**src/rtl/clk_gen_pkg.sv**
```systemverilog
// ---------------------------------------------------------------------------
// clk_gen_pkg
// Shared definitions for the multi-channel clock-enable generator:
//   - seq_state_t : lock sequencer state encoding (IDLE / COUNT / RUN)
//   - DIV_W_DEF   : default divide-ratio width
//   - CNT_W_DEF   : default free-running counter width
// ---------------------------------------------------------------------------
package clk_gen_pkg;

    localparam int DIV_W_DEF = 16;
    localparam int CNT_W_DEF = 32;

    typedef enum logic [1:0] {
        ST_IDLE  = 2'd0,
        ST_COUNT = 2'd1,
        ST_RUN   = 2'd2
    } seq_state_t;

endpackage : clk_gen_pkg

```
**src/rtl/clk_div_ch.sv**
```systemverilog
// ---------------------------------------------------------------------------
// clk_div_ch
// One divider channel: period counter, active ratio, pending ratio, ce strobe
// and a 50% square wave that toggles with every ce.
// Ports:
//   clk, rst   : system clock, asynchronous active-high reset
//   run_now    : sequencer is in RUN this cycle
//   run_next   : sequencer stays in / enters RUN at this edge
//   sync_req   : phase realign (already qualified with RUN)
//   cfg_we     : accepted cfg transfer targeting this channel
//   cfg_val    : new ratio (already mapped 0 -> 1)
//   pending    : a ratio update waits for the next terminal count
//   ce, clk_q  : registered strobe and square wave
// ---------------------------------------------------------------------------
module clk_div_ch
    import clk_gen_pkg::*;
#(
    parameter int DIV_W    = DIV_W_DEF,
    parameter int DIV_INIT = 2
) (
    input  logic             clk,
    input  logic             rst,
    input  logic             run_now,
    input  logic             run_next,
    input  logic             sync_req,
    input  logic             cfg_we,
    input  logic [DIV_W-1:0] cfg_val,
    output logic             pending,
    output logic             ce,
    output logic             clk_q
);

    logic [DIV_W-1:0] cnt_r;
    logic [DIV_W-1:0] ratio_r;
    logic [DIV_W-1:0] pend_ratio_r;
    logic             pend_r;
    logic             ce_r;
    logic             clk_q_r;
    logic             restart_s;
    logic             tc_s;

    // Restart covers: not running, leaving RUN, entering RUN and sync realign.
    always_comb begin
        restart_s = !run_now || !run_next || sync_req;
        tc_s      = (cnt_r == (ratio_r - DIV_W'(1)));
    end

    // Channel counter, ratio handling and strobe generation.
    always_ff @(posedge clk or posedge rst) begin
        if (rst) begin
            cnt_r        <= '0;
            ratio_r      <= DIV_W'(DIV_INIT);
            pend_ratio_r <= '0;
            pend_r       <= 1'b0;
            ce_r         <= 1'b0;
            clk_q_r      <= 1'b0;
        end else if (restart_s) begin
            // A fresh phase starts; any waiting ratio takes effect right away,
            // a transfer in this same cycle wins over an older pending value.
            cnt_r   <= '0;
            ce_r    <= 1'b0;
            clk_q_r <= 1'b0;
            pend_r  <= 1'b0;
            if (cfg_we) begin
                ratio_r <= cfg_val;
            end else if (pend_r) begin
                ratio_r <= pend_ratio_r;
            end else begin
                ratio_r <= ratio_r;
            end
        end else begin
            if (tc_s) begin
                cnt_r   <= '0;
                ce_r    <= 1'b1;
                clk_q_r <= ~clk_q_r;
                if (pend_r) begin
                    ratio_r <= pend_ratio_r;
                    pend_r  <= 1'b0;
                end
            end else begin
                cnt_r <= cnt_r + DIV_W'(1);
                ce_r  <= 1'b0;
            end
            // The current period always completes with the old ratio; the new
            // one waits for the following terminal count.
            if (cfg_we) begin
                pend_r       <= 1'b1;
                pend_ratio_r <= cfg_val;
            end
        end
    end

    assign pending = pend_r;
    assign ce      = ce_r;
    assign clk_q   = clk_q_r;

endmodule : clk_div_ch

```
**src/rtl/clk_en_gen_multi.sv**
```systemverilog
// ---------------------------------------------------------------------------
// clk_en_gen_multi
// Multi-channel clock-enable generator gated by an MMCM lock sequencer.
// Ports:
//   clk, rst   : system clock, asynchronous active-high reset
//   locked     : MMCM lock (asynchronous, synchronized internally)
//   cfg_valid  : divide-update request; cfg_ready accepts it (combinational)
//   cfg_ch     : target channel; cfg_div : new ratio (0 treated as 1)
//   sync       : phase realign pulse, effective only in RUN
//   ready      : sequencer is in RUN (registered)
//   div        : free-running cycle counter
//   ce, clk_q  : per-channel strobes and square waves
// ---------------------------------------------------------------------------
module clk_en_gen_multi
    import clk_gen_pkg::*;
#(
    parameter int NUM_CH   = 4,
    parameter int DIV_W    = DIV_W_DEF,
    parameter int CNT_W    = CNT_W_DEF,
    parameter int LOCK_CYC = 16,
    parameter int DIV_INIT = 2,
    localparam int CH_W    = (NUM_CH > 1) ? $clog2(NUM_CH) : 1
) (
    input  logic              clk,
    input  logic              rst,
    input  logic              locked,
    input  logic              cfg_valid,
    output logic              cfg_ready,
    input  logic [CH_W-1:0]   cfg_ch,
    input  logic [DIV_W-1:0]  cfg_div,
    input  logic              sync,
    output logic              ready,
    output logic [CNT_W-1:0]  div,
    output logic [NUM_CH-1:0] ce,
    output logic [NUM_CH-1:0] clk_q
);

    localparam int LC_W = (LOCK_CYC > 1) ? $clog2(LOCK_CYC + 1) : 1;
    localparam int CH_N = 2 ** CH_W;

    logic              locked_meta_r;
    logic              locked_sync_r;
    seq_state_t        state_r;
    seq_state_t        state_nxt_s;
    logic [LC_W-1:0]   lock_cnt_r;
    logic [LC_W-1:0]   lock_cnt_nxt_s;
    logic              ready_r;
    logic [CNT_W-1:0]  div_cnt_r;
    logic [NUM_CH-1:0] pend_s;
    logic [CH_N-1:0]   pend_pad_s;
    logic [DIV_W-1:0]  cfg_val_s;
    logic              run_now_s;
    logic              run_next_s;
    logic              sync_req_s;
    logic [NUM_CH-1:0] ce_s;
    logic [NUM_CH-1:0] clk_q_s;

    // Two-flop synchronizer for the asynchronous lock status.
    always_ff @(posedge clk or posedge rst) begin
        if (rst) begin
            locked_meta_r <= 1'b0;
            locked_sync_r <= 1'b0;
        end else begin
            locked_meta_r <= locked;
            locked_sync_r <= locked_meta_r;
        end
    end

    // Sequencer next state; lock_cnt holds the number of consecutive locked
    // cycles seen so far, so RUN is entered on the LOCK_CYC-th one.
    always_comb begin
        state_nxt_s    = state_r;
        lock_cnt_nxt_s = lock_cnt_r;
        case (state_r)
            ST_IDLE: begin
                if (locked_sync_r) begin
                    if (LOCK_CYC <= 1) begin
                        state_nxt_s    = ST_RUN;
                        lock_cnt_nxt_s = '0;
                    end else begin
                        state_nxt_s    = ST_COUNT;
                        lock_cnt_nxt_s = LC_W'(1);
                    end
                end else begin
                    lock_cnt_nxt_s = '0;
                end
            end
            ST_COUNT: begin
                if (!locked_sync_r) begin
                    state_nxt_s    = ST_IDLE;
                    lock_cnt_nxt_s = '0;
                end else if (lock_cnt_r >= LC_W'(LOCK_CYC - 1)) begin
                    state_nxt_s    = ST_RUN;
                    lock_cnt_nxt_s = '0;
                end else begin
                    lock_cnt_nxt_s = lock_cnt_r + LC_W'(1);
                end
            end
            ST_RUN: begin
                if (!locked_sync_r) begin
                    state_nxt_s = ST_IDLE;
                end else begin
                    state_nxt_s = ST_RUN;
                end
                lock_cnt_nxt_s = '0;
            end
            default: begin
                state_nxt_s    = ST_IDLE;
                lock_cnt_nxt_s = '0;
            end
        endcase
    end

    // Sequencer state, lock counter and registered ready flag.
    always_ff @(posedge clk or posedge rst) begin
        if (rst) begin
            state_r    <= ST_IDLE;
            lock_cnt_r <= '0;
            ready_r    <= 1'b0;
        end else begin
            state_r    <= state_nxt_s;
            lock_cnt_r <= lock_cnt_nxt_s;
            ready_r    <= (state_nxt_s == ST_RUN);
        end
    end

    // Free-running cycle counter, independent of the sequencer.
    always_ff @(posedge clk or posedge rst) begin
        if (rst) begin
            div_cnt_r <= '0;
        end else begin
            div_cnt_r <= div_cnt_r + CNT_W'(1);
        end
    end

    // Channel control shared by all channels; a zero ratio means divide-by-1.
    always_comb begin
        run_now_s  = (state_r == ST_RUN);
        run_next_s = (state_nxt_s == ST_RUN);
        sync_req_s = sync && run_now_s;
        if (cfg_div == '0) begin
            cfg_val_s = DIV_W'(1);
        end else begin
            cfg_val_s = cfg_div;
        end
    end

    // Pending bits padded to the full cfg_ch range: unused indices read 0,
    // so an out-of-range channel is always ready and matches no channel.
    always_comb begin
        pend_pad_s = CH_N'(pend_s);
    end

    assign cfg_ready = !pend_pad_s[cfg_ch];

    for (genvar g = 0; g < NUM_CH; g++) begin : g_ch
        logic cfg_we_s;

        // Transfer strobe for this channel.
        always_comb begin
            cfg_we_s = cfg_valid && cfg_ready && (cfg_ch == CH_W'(g));
        end

        clk_div_ch #(
            .DIV_W    (DIV_W),
            .DIV_INIT (DIV_INIT)
        ) u_ch (
            .clk      (clk),
            .rst      (rst),
            .run_now  (run_now_s),
            .run_next (run_next_s),
            .sync_req (sync_req_s),
            .cfg_we   (cfg_we_s),
            .cfg_val  (cfg_val_s),
            .pending  (pend_s[g]),
            .ce       (ce_s[g]),
            .clk_q    (clk_q_s[g])
        );
    end

    assign ready = ready_r;
    assign div   = div_cnt_r;
    assign ce    = ce_s;
    assign clk_q = clk_q_s;

endmodule : clk_en_gen_multi

```
**config.mk**
```make
export PLATFORM = sky130hd
export DESIGN_NAME = clk_en_gen_multi
export DESIGN_NICKNAME = d
export VERILOG_FILES = /design/src/rtl/clk_gen_pkg.sv /design/src/rtl/clk_div_ch.sv /design/src/rtl/clk_en_gen_multi.sv
export SDC_FILE = /design/constraint.sdc
export NUM_CORES = 1
export LEC_CHECK = 0
export CAP_MARGIN = 10
export CORE_MARGIN = 2
export CORE_UTILIZATION = 60
export DETAILED_ROUTE_END_ITERATION = 16
export HOLD_SLACK_MARGIN = 0.03
export PLACE_DENSITY = 0.86
export SLEW_MARGIN = 5
export SYNTH_ARGS = -nofsm -noshare
export SYNTH_HDL_FRONTEND = slang
export SYNTH_SLANG_ARGS = --single-unit
```
**constraint.sdc**
```tcl
create_clock -name clk -period 12.75 [get_ports clk]
set_clock_uncertainty 0.05 [all_clocks]
set_input_delay 3.1875 -clock clk [delete_from_list [all_inputs] [get_ports clk]]
set_output_delay 3.1875 -clock clk [all_outputs]
set_load 0.02 [all_outputs]
```
[Word-level counts from Yosys, hierarchy flattened]
Index checks and enable logic that the tools add are counted.
Widths: inputs -> output; s select.
Storage, ports and cells
  register bits after elaboration: 246
  input port bits: 23
  output and inout bits: 42
  logic and storage cells: 147
Operators by class
  add/subtract/negate cells: 10
  order comparisons: 2
  equal/unequal tests: 10
  mux-type cells: 64
  bitwise gates (word level): 5
  reductions and logical operators: 26
Operator list (number)
  $mux 16: 25
  $add 16x1->16 const B: 4
  $eq 16x16->1: 4
  $sub 16x1->16 const B: 4
  $add 32x1->32 const B: 1
  $mux 1: 30
  $logic_not 16->1: 1
  $reduce_bool 3->1: 4
  $mux 5: 2
  $pmux 5 s2: 1
  $eq 2x2->1 const B: 4
  $mux 2: 4
  $reduce_and 2->1: 4
  $reduce_bool 2->1: 4
  $logic_and 1x1->1: 6
  $pmux 2 s3: 1
  $add 5x1->5 const B: 1
  $ge 5x4->1 const B: 1
  $not 1->1: 5
  $eq 2x1->1 const B: 2
  $logic_not 2->1: 2
  $logic_not 1->1: 3
  $lt 2x3->1 const B: 1
  $bmux 1 s2: 1
  $logic_or 1x1->1: 2

[Depth between registers and ports, before layout]
  word-level depth: 10
  mapped depth: 12
  gate-level depth less buffers: 9

[Cells and area by module]
A second synthesis with hierarchy kept.
Second synthesis, totals
  cell total of the unflattened synthesis: 1627
  area, all modules: 15274.6 sq um
Modules (own cells, without submodules)
  clk_div_ch: instances 4, cells an instance 361, area each 3335.7 sq um, sequential area each 1277.5 sq um
  clk_en_gen_multi: instances 1, cells an instance 183, area each 1931.9 sq um, sequential area each 1051.0 sq um

[Least setup slack after synthesis]
No wires, ideal clock.
  path type: input -> output
  from: input cfg_ch[0]
  to: output cfg_ready
  arrival time: 3.805 ns
  data required time: 9.512 ns
  path slack: 5.707 ns
  stages: 2
  path buffers: 0
  path through: mux4_2 -> inv_1
Between the ends
  word-level cells in the longest chain between the ends: 3
Ends and longest elaborated chain
  start, declared: RTL line clk_en_gen_multi.sv:29  | input logic [CH_W-1:0] cfg_ch,
  $bmux 1 s2: RTL line clk_en_gen_multi.sv:154  | assign cfg_ready = !pend_pad_s[cfg_ch];
  $mux 1 (implied by the code): RTL line clk_en_gen_multi.sv:154
  $logic_not 1->1: RTL line clk_en_gen_multi.sv:154
  end, declared: RTL line clk_en_gen_multi.sv:28  | output logic cfg_ready,
Every way passes these cells. The select of a mux whose other input is x is not followed.

[Worst setup path after layout]
Same ends and word-level chain as after synthesis.

==> results.sh <==
export IMPL_finalSetupTns_ps=0
export IMPL_antenna_cells=0
export IMPL_final_common_cell="dfrtp_1"
export IMPL_crit_required_ps=9510
export IMPL_finalSetupViolations=0
export IMPL_syn_area_um2=13430
export IMPL_worst_pin_slew_ps=1236
export IMPL_synth_top_family_by_area="simple AND/OR/NAND/NOR gates"
export IMPL_cts_hold_buf=0
export IMPL_yosysWarnings=0
export IMPL_arrival_ps=5090
export IMPL_synth_nets=1425
export IMPL_synth_compound_area_share=0.1321
export IMPL_hold_violations=0
export IMPL_gp_congestion=0.9150
export IMPL_grt_overflow_total=0
export IMPL_drt_initial_drc_count=1099
export IMPL_cts_setup_buffers=0
export IMPL_fmax_ghz=0.1200
export IMPL_fin_nets=1421
export IMPL_syn_inst=1391
export IMPL_die_area_um2=23590
export IMPL_initial_core_util=0.6135
export IMPL_slowest_stage="clkdlybuf4s50_1"
export IMPL_vias=10970
export IMPL_port_buffers=64
export IMPL_htree_levels=1
export IMPL_crit_path_frequent_cell="clkdlybuf4s50_1"
export IMPL_clk_pin_slew_ps=60
export IMPL_io_pins=65
export IMPL_clock_latency_ps=540
export IMPL_rsz0062_at_grt="no"
export IMPL_grt_pass1_vias=10910
export IMPL_fin_cells=1686
export IMPL_core_um2=21890
export IMPL_nFillCells=1595
export IMPL_pwr_density_cell_nw_per_um2=127.9
export IMPL_path_max_fanout=8
export IMPL_vias_per_cell=6.504
export IMPL_yosys_register_bits=246
export IMPL_crit_chain="clkdlybuf4s50_1, mux4_2, inv_1, clkdlybuf4s50_1"
export IMPL_ys_types=79
export IMPL_drive_gt1_frac=0.1053
export IMPL_fin_area_um2=15050
export IMPL_cts_tree="built"
export IMPL_synth_edff_count=0
export IMPL_p_total_mw=1.925
export IMPL_avgRoutedWirePerCell_um=19.09
export IMPL_synth_area_per_cell_um2=9.654
export IMPL_post_route_min_period_ps=8331
export IMPL_path_delay_family="buffers and inverters"
export IMPL_dr_pass1_iters=6
export IMPL_vdd_drop_max_v=0.00008730
export IMPL_synthArstFlopShare=1.000
export IMPL_grt_first_pass_wirelength_mm=54.62
export IMPL_hold_class="flop to flop"
export IMPL_cts_sinks=246
export IMPL_num_rows=54
export IMPL_critPathMaxStageDelay_ps=650
export IMPL_cp_start_kind="input pin"
export IMPL_endpoint_kind="primary output"
export IMPL_clockBufferDepth=3
export IMPL_placed_cells=1638
export IMPL_routed_wirelength_mm=32.19
export IMPL_cts_buffers_inserted=26
export IMPL_drc=0
export IMPL_cts_root_buf="clkbuf_16"
export IMPL_grt_max_degree=102
export IMPL_crit_buf_inv=3
export IMPL_drv_cap=0
export IMPL_synth_xor_area_frac=0.1024
export IMPL_die_w_um=153.6
export IMPL_yosys_area_share_adder=0.01025
export IMPL_synthFlopType="dfrtp_1"
export IMPL_post_synth_and_or_nand_nor_area_fraction=0.1985
export IMPL_finalCritPeriodShare=0.6534
export IMPL_criticalPathCategory="input pin to primary output"
export IMPL_area_delta_synth_final_pct=12.08
export IMPL_utilization=0.6875
export IMPL_grtUsageTotal=0.2738
export IMPL_post_cts_resized=0
export IMPL_die_y_um=153.6
export IMPL_layout_common_cells="242 x dfrtp_1, 206 x nor2_1, 82 x xnor2_1"
export IMPL_dpl_instance_area_um2=14080
export IMPL_slew_headroom=0.1727
export IMPL_status="complete, no violations"
export IMPL_synthMuxAreaShare=0.05665
export IMPL_ant_nets=0
export IMPL_yosysSeqAreaShare=0.4588
export IMPL_leakagePower_nw=6.223
export IMPL_maxSlewViolCount=0
export IMPL_dp_hpwl_mm=20.60
export IMPL_antenna_found_initial=1
[worst paths after layout]
kind,cells past startpoint,end,slack [ps],start
max,4,cfg_ready,4420,cfg_ch[0]
min,0,locked_sync_r$_DFF_PP0_,310,locked_meta_r$_DFF_PP0_
max reg2reg,8,g_ch[0].u_ch.ratio_r[15]$_DFFE_PP0P_,8740,g_ch[0].u_ch.ratio_r[6]$_DFFE_PP0P_
min reg2reg,0,locked_sync_r$_DFF_PP0_,310,locked_meta_r$_DFF_PP0_
max in group asynchronous,3,g_ch[0].u_ch.ratio_r[4]$_DFFE_PP0P_,8070,rst
min in group asynchronous,2,div[31]$_DFF_PP0_,3110,rst
[sequential cells by signal, indices dropped and copies added, names as in the netlist]
register and count:
state_r 2, g_ch.u_ch.pending 4, locked_meta_r 1, g_ch.u_ch.pend_ratio_r 64, ready 1, g_ch.u_ch.ratio_r 64, g_ch.u_ch.cnt_r 64, locked_sync_r 1
g_ch.u_ch.ce 4, div 32, lock_cnt_r 5, g_ch.u_ch.clk_q 4
[cells in the mapped netlist (19+ instances only)]
cell | instances | share of area
a21oi_1 | 20 | 0.0075
xnor2_1 | 82 | 0.053
nand2_1 | 60 | 0.017
o21ai_0 | 19 | 0.0071
nor4_1 | 25 | 0.012
inv_1 | 24 | 0.0067
clkbuf_1 | 80 | 0.022
and3_1 | 32 | 0.015
o22ai_1 | 63 | 0.029
nor2_1 | 206 | 0.058
a221oi_1 | 42 | 0.027
nand3_1 | 59 | 0.022
nand4_1 | 25 | 0.012
mux2_2 | 62 | 0.052
nor3_1 | 51 | 0.019
dfrtp_1 | 242 | 0.45
xor2_1 | 75 | 0.049
[layer usage]
layer,vias to the layer above,track usage,part of all wire
li1,5016,-,-
met5,-,0,0.00040
met4,2,0.09131,0.031
met1,5383,0.3741,0.42
met2,465,0.4440,0.47
met3,99,0.05214,0.071
[final cells by class]
| cell class | instances | area, um2 | area share |
|---|---|---|---|
| clock buffer | 34 | 742.0 | 0.04930 |
| clock inverter | 13 | 224.0 | 0.01488 |
| inverter | 26 | 105.1 | 0.006983 |
| multi-input combinational | 1013 | 6755 | 0.4488 |
| sequential | 246 | 6161 | 0.4093 |
| tap | 280 | 350.3 | 0.02328 |
| timing repair buffer | 74 | 713.2 | 0.04739 |
[through the flow]
stage                     worst slack [ps]  hold slack [ps]
after floorplan                       2761            281.2
after global placement                4413            283.4
after detailed placement              4425            293.4
after CTS                             4426            307.6
after global routing                  4387            311.0
final                                 4419            305.3
[kinds of logic (layout without fill, tap and decap cells)]
family,after synthesis,count (layout)
compound gates,239,239
mux,67,67
buf+inv,132,147
fa+ha+maj,11,11
xor+xnor,157,157
simple gates,539,539
flops,246,246
[where the power goes]
group / switching [mW] / internal [mW] / leakage (nW)
clock: 0.318 / 0.531 / 0.470
combinational: 0.107 / 0.0863 / 2.53
sequential: 0.0670 / 0.817 / 3.22
total: 0.491 / 1.43 / 6.22
No activity file was read; power rests on OpenSTA's default activity.
==> RTL edit (same flow settings) <==
The parameter `LOCK_CYC` goes from 16 to 32.
--- a/src/rtl/clk_en_gen_multi.sv
+++ b/src/rtl/clk_en_gen_multi.sv
@@ -17,7 +17,7 @@
     parameter int NUM_CH   = 4,
     parameter int DIV_W    = DIV_W_DEF,
     parameter int CNT_W    = CNT_W_DEF,
-    parameter int LOCK_CYC = 16,
+    parameter int LOCK_CYC = 32,
     parameter int DIV_INIT = 2,
     localparam int CH_W    = (NUM_CH > 1) ? $clog2(NUM_CH) : 1
 ) (
Check against the original RTL: same outputs for any inputs over 10 cycles, from zero or initial values and one cycle with rst high; that may be too few to reach the edited logic, so the function may still have changed.
==> RTL edit against the original RTL <==
Worst setup slack better by 0.29 ns; sequential share of layout area is 0.098 points higher; area after synthesis grew 1.2%; core utilization fell by 1.6 points; die area is 1.2% higher; sequential cell count rose by 1; largest power group unchanged; total power down 4.1%; final cell count down 0.89%; cell area increased by 0.17%; routed wire length fell by 1.3%.
==> RTL edit: results <==
placed_design:
  dp_slack_ns: 4.71
  cell_count_post_placement: 1626
  last_weighted_congestion_value_of_the_routability_driven_placer: 0.888
  dpl_cell_area_mm2: 0.0142
detailed_routing:
  met3_wirelength_um: 2130
  routed_wl_um: 31800
  drt_pre_antenna_iters: 5
  total_vias_in_the_final_route: 10900
yosys:
  synth.yosys.seq_area_share_pct: 45.5
  synthesis.area_per_instance_um2: 9.88
  synthMuxAreaShare_pct: 5.43
  synthDistinctLibCells: 87
  syn-num-nets: 1409
  synth_compound_area_share_pct: 15.4
layout:
  fill_cells: 1665
  multiInputGateArea_mm2: 0.00688
  nFlopsAndLatches: 247
  n_clock_buffer: 36
  final_nets: 1401
  final-clk-cell-share_pct: 5.68
global_routing:
  use_met3_pct: 4.43
  grt_util_met1_pct: 36.8
  grt_pass1_wl_um: 53200
  grt_start_max_net_pins: 101
power_and_ir_drop:
  power_leakage_uw: 0.00608
critical_path:
  regToRegEndpoint: "g_ch[0].u_ch.ratio_r[10]$_DFFE_PP0P_"
  worst_ep_arrival_time_ns: 4.80
clock_network:
  cts_buffers: 25
run_status:
  outcome: "finished clean"
RTL edit: cell types whose count changed in the layout (fill, tap and decap cells not counted), sizes merged, moves of 10 or more:
cell	change
nor2	-92
a221oi	-46
a211oi	+40
nor3	+33
o22a	+19
nand2	+16
xor2	-16
o22ai	-15
o32ai	+15
xnor2	+15
o21ai	+14
a2bb2oi	+13
nand4	-10
RTL edit: cell families after synthesis:
kind of cell / after synthesis
AO/OA/AOI/OAI: 286
multiplexers: 65
AND/OR/NAND/NOR: 479
XOR/XNOR: 157
adder cells (fa/ha/maj): 10
buffers and inverters: 132
flip-flops: 247
RTL edit: power by group:
| group | total (uW) | switching (uW) | internal [uW] |
|---|---|---|---|
| clock network | 766 | 301 | 465 |
| logic | 193 | 105 | 87.9 |
| registers | 887 | 66.8 | 821 |
RTL edit: worst register-to-register path: cells and delay by family, from the launching register on:
family	cells	cell delay [ns]
simple gates	4	2.25
compound gates	3	0.81
flops	1	0.48
fa+ha+maj	1	0.24
buf+inv	1	0.10
